===== src/rtl/instr_decode_queue_if.sv =====
// Fetch-to-decode bus: push side, head-entry decode fields, flush and occupancy.
// The queue owns the slave modport; the fetch/decode side drives the master modport.
interface instr_decode_queue_if #(
  parameter int DEPTH = 2,
  parameter int PC_W  = 32
);
  localparam int CW = $clog2(DEPTH + 1);

  logic            flush;
  logic            in_valid;
  logic            in_ready;
  logic [31:0]     in_instr;
  logic [PC_W-1:0] in_pc;
  logic            out_valid;
  logic            out_ready;
  logic [PC_W-1:0] out_pc;
  logic [5:0]      op;
  logic [4:0]      rs;
  logic [4:0]      rt;
  logic [4:0]      rd;
  logic [4:0]      shamt;
  logic [5:0]      funct;
  logic [15:0]     imm16;
  logic [31:0]     imm_ext;
  logic [25:0]     target26;
  logic [1:0]      fmt;
  logic [CW-1:0]   count;

  modport master (
    output flush, in_valid, in_instr, in_pc, out_ready,
    input  in_ready, out_valid, out_pc, op, rs, rt, rd, shamt, funct,
           imm16, imm_ext, target26, fmt, count
  );

  modport slave (
    input  flush, in_valid, in_instr, in_pc, out_ready,
    output in_ready, out_valid, out_pc, op, rs, rt, rd, shamt, funct,
           imm16, imm_ext, target26, fmt, count
  );
endinterface


===== src/rtl/instr_decode_queue.sv =====
// DEPTH-entry instruction/PC FIFO whose head is decoded combinationally; push at edge N is visible
// from edge N. in_ready is count<DEPTH only (a pop never frees a slot in the same cycle).
module instr_decode_queue #(
  parameter int DEPTH      = 2,
  parameter int PC_W       = 32,
  parameter int ZEXT_LOGIC = 1
) (
  input logic                 clk,
  input logic                 reset,
  instr_decode_queue_if.slave bus
);
  localparam int CW = $clog2(DEPTH + 1);
  localparam int PW = (DEPTH > 1) ? $clog2(DEPTH) : 1;
  localparam logic [CW-1:0] FULL = CW'(DEPTH);
  localparam logic [PW-1:0] LAST = PW'(DEPTH - 1);

  typedef struct packed {
    logic [PC_W-1:0] pc;
    logic [31:0]     instr;
  } entry_t;

  entry_t        mem [DEPTH];
  logic [PW-1:0] rd_ptr;
  logic [PW-1:0] wr_ptr;
  logic [CW-1:0] cnt;
  logic          push;
  logic          pop;
  entry_t        head;
  logic [5:0]    head_op;
  logic [15:0]   head_imm;

  assign bus.in_ready  = (cnt < FULL);
  assign bus.out_valid = (cnt != '0);
  assign bus.count     = cnt;
  assign push = bus.in_valid && bus.in_ready;
  assign pop  = bus.out_valid && bus.out_ready;

  // DEPTH may be a non-power-of-two, so wrap with an explicit compare.
  function automatic logic [PW-1:0] ptr_next(input logic [PW-1:0] p);
    return (p == LAST) ? '0 : p + 1'b1;
  endfunction

  always_ff @(posedge clk) begin
    if (reset || bus.flush) begin
      rd_ptr <= '0;
      wr_ptr <= '0;
      cnt    <= '0;
    end else begin
      if (push) wr_ptr <= ptr_next(wr_ptr);
      if (pop)  rd_ptr <= ptr_next(rd_ptr);
      if (push && !pop)      cnt <= cnt + 1'b1;
      else if (pop && !push) cnt <= cnt - 1'b1;
    end
  end

  // Storage needs no reset: it is only observable through a non-zero count.
  always_ff @(posedge clk) begin
    if (push && !reset && !bus.flush) begin
      mem[wr_ptr] <= '{pc: bus.in_pc, instr: bus.in_instr};
    end
  end

  assign head     = bus.out_valid ? mem[rd_ptr] : '0;
  assign head_op  = head.instr[31:26];
  assign head_imm = head.instr[15:0];

  assign bus.out_pc   = head.pc;
  assign bus.op       = head_op;
  assign bus.rs       = head.instr[25:21];
  assign bus.rt       = head.instr[20:16];
  assign bus.rd       = head.instr[15:11];
  assign bus.shamt    = head.instr[10:6];
  assign bus.funct    = head.instr[5:0];
  assign bus.imm16    = head_imm;
  assign bus.target26 = head.instr[25:0];

  always_comb begin
    bus.fmt = 2'd1;
    if (!bus.out_valid)                         bus.fmt = 2'd0;
    else if (head_op == 6'h00)                  bus.fmt = 2'd0;
    else if (head_op == 6'h02 || head_op == 6'h03) bus.fmt = 2'd2;
  end

  // A zeroed head already yields a zero sign-extension, so no empty override is needed here.
  always_comb begin
    bus.imm_ext = {{16{head_imm[15]}}, head_imm};
    if (head_op == 6'h0F) begin
      bus.imm_ext = {head_imm, 16'h0000};
    end else if ((ZEXT_LOGIC != 0) &&
                 (head_op == 6'h0C || head_op == 6'h0D || head_op == 6'h0E)) begin
      bus.imm_ext = {16'h0000, head_imm};
    end
  end
endmodule


===== src/flat_wrapper.sv =====
// flat-port wrapper written by rule: the top's interface ports become plain ports
module instr_decode_queue_flat 
#(
  parameter int DEPTH      = 2,
  parameter int PC_W       = 32,
  parameter int ZEXT_LOGIC = 1
)
  (clk, reset, bus_flush, bus_in_valid, bus_in_instr, bus_in_pc, bus_out_ready, bus_in_ready, bus_out_valid, bus_out_pc, bus_op, bus_rs, bus_rt, bus_rd, bus_shamt, bus_funct, bus_imm16, bus_imm_ext, bus_target26, bus_fmt, bus_count);
  instr_decode_queue_if #(.DEPTH(DEPTH), .PC_W(PC_W)) bus_i ();
  input logic clk;
  input logic reset;
  input wire logic [$bits(bus_i.flush)-1:0] bus_flush;
  input wire logic [$bits(bus_i.in_valid)-1:0] bus_in_valid;
  input wire logic [$bits(bus_i.in_instr)-1:0] bus_in_instr;
  input wire logic [$bits(bus_i.in_pc)-1:0] bus_in_pc;
  input wire logic [$bits(bus_i.out_ready)-1:0] bus_out_ready;
  output wire logic [$bits(bus_i.in_ready)-1:0] bus_in_ready;
  output wire logic [$bits(bus_i.out_valid)-1:0] bus_out_valid;
  output wire logic [$bits(bus_i.out_pc)-1:0] bus_out_pc;
  output wire logic [$bits(bus_i.op)-1:0] bus_op;
  output wire logic [$bits(bus_i.rs)-1:0] bus_rs;
  output wire logic [$bits(bus_i.rt)-1:0] bus_rt;
  output wire logic [$bits(bus_i.rd)-1:0] bus_rd;
  output wire logic [$bits(bus_i.shamt)-1:0] bus_shamt;
  output wire logic [$bits(bus_i.funct)-1:0] bus_funct;
  output wire logic [$bits(bus_i.imm16)-1:0] bus_imm16;
  output wire logic [$bits(bus_i.imm_ext)-1:0] bus_imm_ext;
  output wire logic [$bits(bus_i.target26)-1:0] bus_target26;
  output wire logic [$bits(bus_i.fmt)-1:0] bus_fmt;
  output wire logic [$bits(bus_i.count)-1:0] bus_count;
  assign bus_i.flush = bus_flush;
  assign bus_i.in_valid = bus_in_valid;
  assign bus_i.in_instr = bus_in_instr;
  assign bus_i.in_pc = bus_in_pc;
  assign bus_i.out_ready = bus_out_ready;
  assign bus_in_ready = bus_i.in_ready;
  assign bus_out_valid = bus_i.out_valid;
  assign bus_out_pc = bus_i.out_pc;
  assign bus_op = bus_i.op;
  assign bus_rs = bus_i.rs;
  assign bus_rt = bus_i.rt;
  assign bus_rd = bus_i.rd;
  assign bus_shamt = bus_i.shamt;
  assign bus_funct = bus_i.funct;
  assign bus_imm16 = bus_i.imm16;
  assign bus_imm_ext = bus_i.imm_ext;
  assign bus_target26 = bus_i.target26;
  assign bus_fmt = bus_i.fmt;
  assign bus_count = bus_i.count;
  instr_decode_queue #(.DEPTH(DEPTH), .PC_W(PC_W), .ZEXT_LOGIC(ZEXT_LOGIC)) u_core (.clk(clk), .reset(reset), .bus(bus_i));
endmodule

===== config.mk =====
export PLATFORM = sky130hd
export DESIGN_NAME = instr_decode_queue_flat
export DESIGN_NICKNAME = d
export VERILOG_FILES = /design/src/rtl/instr_decode_queue_if.sv /design/src/rtl/instr_decode_queue.sv /design/src/flat_wrapper.sv
export SDC_FILE = /design/constraint.sdc
export NUM_CORES = 1
export LEC_CHECK = 0
export BUFFER_PORTS_ARGS = -buffer_cell sky130_fd_sc_hd__buf_2
export CORE_MARGIN = 2
export CORE_UTILIZATION = 28
export DETAILED_ROUTE_END_ITERATION = 10
export GPL_ROUTABILITY_DRIVEN = 0
export GPL_TIMING_DRIVEN = 0
export HOLD_SLACK_MARGIN = 0.1
export MAX_ROUTING_LAYER = met4
export PLACE_DENSITY_LB_ADDON = 0.15
export SKIP_CTS_REPAIR_TIMING = 1
export SLEW_MARGIN = 20
export SYNTH_ARGS = -nofsm -noshare
export SYNTH_HDL_FRONTEND = slang
export SYNTH_SLANG_ARGS = --single-unit

===== constraint.sdc =====
create_clock -name clk -period 3.8 [get_ports clk]
set_clock_uncertainty 0.1 [all_clocks]
set_input_delay 0.38 -clock clk [delete_from_list [all_inputs] [get_ports clk]]
set_output_delay 0.38 -clock clk [all_outputs]
set_load 0.005 [all_outputs]

==> results.toml <==
[run_status]
outcome = "completed"

[clock_network]
clk_path_buf_depth = 2
clk_latency_ns = 0.42
cts_sinks = 133
clkTransAtPathRegs_ns = 0.06
htree_levels = 4
cts_tree = "done"
cts-root-buf = "clkbuf_16"
cts_buffers = 17

[worst_setup_path]
critPathMaxStageDelay_ns = 0.55
critPathRequiredTime_ns = 3.32
crit_path_max_fanout = 10
path_class = "flip-flop to primary output"
cp_cell_sequence = "nor2_2, inv_2, nand2_1, inv_1, o31ai_2, clkbuf_1, o21ai_1, buf_2"
crit_slowest_cell = "nor2_2"
critPathLaunchType = "flip-flop"
cp.arrival_ns = 2.67
worst_setup_path_end_kind = "primary output"

[pwr]
fin_total_pwr_uw = 3777
p_leak_uw = 0.003655
p_per_area_nw_per_um2 = 450.4
ir_drop_mv = 0.2919

[floorplan]
dieArea_sq_um = 21420
chipWidth_um = 146.3
rows = 52
fp.coreArea_sq_um = 20040
die_h_um = 146.3
pin_count = 213
start_util = 0.2831

[timing]
drv_slew = 0
setup_violations = 0
whs_ns = 0.3254
min_period_ns = 3.149
slew_headroom = 0.4517
hold_violations = 0
tightestPinTransition_ns = 0.8224
fmax_ghz = 0.3175
post-route-period-util = 0.8288
rsz0062_at_grt = "false"

[worst_hold_path]
min_path_type = "input port to flip-flop"

[detailed_routing]
wl_per_cell_um = 14.18
ant_nets = 0
drt_iter0_markers = 177
routed_via_density = 4.140
dr_total_vias = 4074
wl_mm = 13.95
firstDrtPassIters = 6
route.detailed.drc = 0

[global_route]
grt_usage = 0.1325
grt_pass1_vias = 4012
grt_overflow = 0
use_met1 = 0.1437
grt_first_pass_wirelength_mm = 20.94
grt_use_met2 = 0.2269
grt_max_degree = 42
top_usage_layer = "met2"
grt.met3_usage = 0.04625
antenna_found_initial = 0

[final_layout]
final_layout_size_suffix_gt1_frac = 0.4468
antenna_cells = 0
stdcell_count = 984
fin_nets = 771
n_fill_cell = 1966
syn_to_final_growth_pct = 47.84

[place]
io_buffers = 212
dp_hpwl_mm = 9.562
dpl.cell_count = 885

[logic_synthesis]
netlist_area_sq_um = 5673
yosysSeqAreaShare = 0.6952
synth_cells = 400
synth.distinct_cells = 32
ys_warn_count = 0
synth_nets = 470
synth-seq-cells = 133
synth_area_per_cell_sq_um = 14.18

[run]
maxCapViolations = 0
cells in the final DEF, fill, tap and decap left out, drive strengths merged, types with 3 or more instances in the layout:
cell type / n
clkinv: 8
edfxtp: 128
nor2: 65
dfxtp: 5
nand2: 21
clkbuf: 27
nor3: 6
buf: 264
xor2: 3
dlygate4sd3: 67
o21ai: 15
mux2: 20
inv: 23
mux2i: 44
worst max-delay path: cells and delay by family, from the launching register on:
family	cells	cell delay (ns)
flip-flops	1	0.35
AND/OR/NAND/NOR	2	0.73
AO/OA/AOI/OAI	2	0.32
buffers and inverters	4	0.82
layer usage:
metal	wire length (um)	part of all wire
met2	7002	0.50
met3	952	0.068
met5	0	0
met1	5876	0.42
met4	121	0.0087
cells by family (layout without fill, tap and decap cells):
family,Yosys count,in the layout,synth area share
compound gates,19,19,0.01919
xor+xnor,5,5,0.007721
fa+ha+maj,1,1,0.002205
buf+inv,79,393,0.08381
flops,133,133,0.6952
mux,64,64,0.1173
simple gates,99,99,0.07455
metrics by stage:
step	setup TNS [ns]	setup WS, ns	cell area, sq um	utilization
after floorplan	0	0.9053	5675	-
after global placement	-37.25	-0.4167	7074	0.3530
after detailed placement	0	0.9605	7152	0.3569
after CTS	0	0.4944	7716	0.3851
after global routing	0	0.3510	8387	0.4185
final	0	0.6506	8387	0.4185
worst paths after layout:
check	slack (ns)	end	cells after the start	startpoint
worst max-delay path	0.65	bus_imm_ext[21]	8	u_core.bus.count[1]
worst min register to register	0.46	u_core.rd_ptr	2	u_core.rd_ptr
worst min-delay path	0.33	u_core.rd_ptr	4	bus_out_ready
worst max register to register	0.90	u_core.bus.count[1]	9	u_core.bus.count[1]
synthesized netlist by cell type:
library cell  number  area (sq um)
o21ai_0            4         20.02
nor2b_1            1         6.260
xor2_1             3         26.28
o31ai_2            1         12.51
or4_4              1         11.26
a21oi_1            1         5.000
mux2_1             2         22.52
dfxtp_1            5         100.1
nand3_1            1         5.000
mux2_2            18         202.7
a21oi_2            1         8.760
a21o_1             1         7.510
buf_2              5         25.02
edfxtp_1         128          3844
nand2_1           19         71.32
ha_1               1         12.51
mux2i_1           44         440.4
inv_2              1         3.750
xnor2_1            2         17.52
nor2_2             1         6.260
clkbuf_1           9         33.78
buf_6              2         22.52
buf_4             42         315.3
or3_1              1         6.260
inv_1             20         75.07
nand2_2            2         12.51
o21ai_1           11         55.05
and3_1             1         6.260
nor2_1            64         240.2
and2_1             1         6.260
nor3_1             6         30.03
nor4_4             1         21.27
layout make-up:
cell class	count	area, sq um	area share
clock inverters	14	135.1	0.01611
flip-flops and latches	133	3944	0.4702
repair buffers	282	1799	0.2145
multi-input cells	188	1266	0.1510
plain buffers	58	396.6	0.04729
clock buffers	18	429.2	0.05117
inverters	21	78.83	0.009399
well taps	270	337.8	0.04028
state kept, by name, indices dropped and copies added (netlist names), named ones only:
signal            count
u_core.wr_ptr         1
u_core.rd_ptr         1
u_core.mem          128
u_core.bus.count      2
power breakdown:
part / switching [uW] / leakage, uW / internal, uW
logic: 267 / 0.00218 / 278
clock network: 619 / 0.000271 / 958
registers: 9.99 / 0.00120 / 1640
Power figures use the tool's default switching activity.
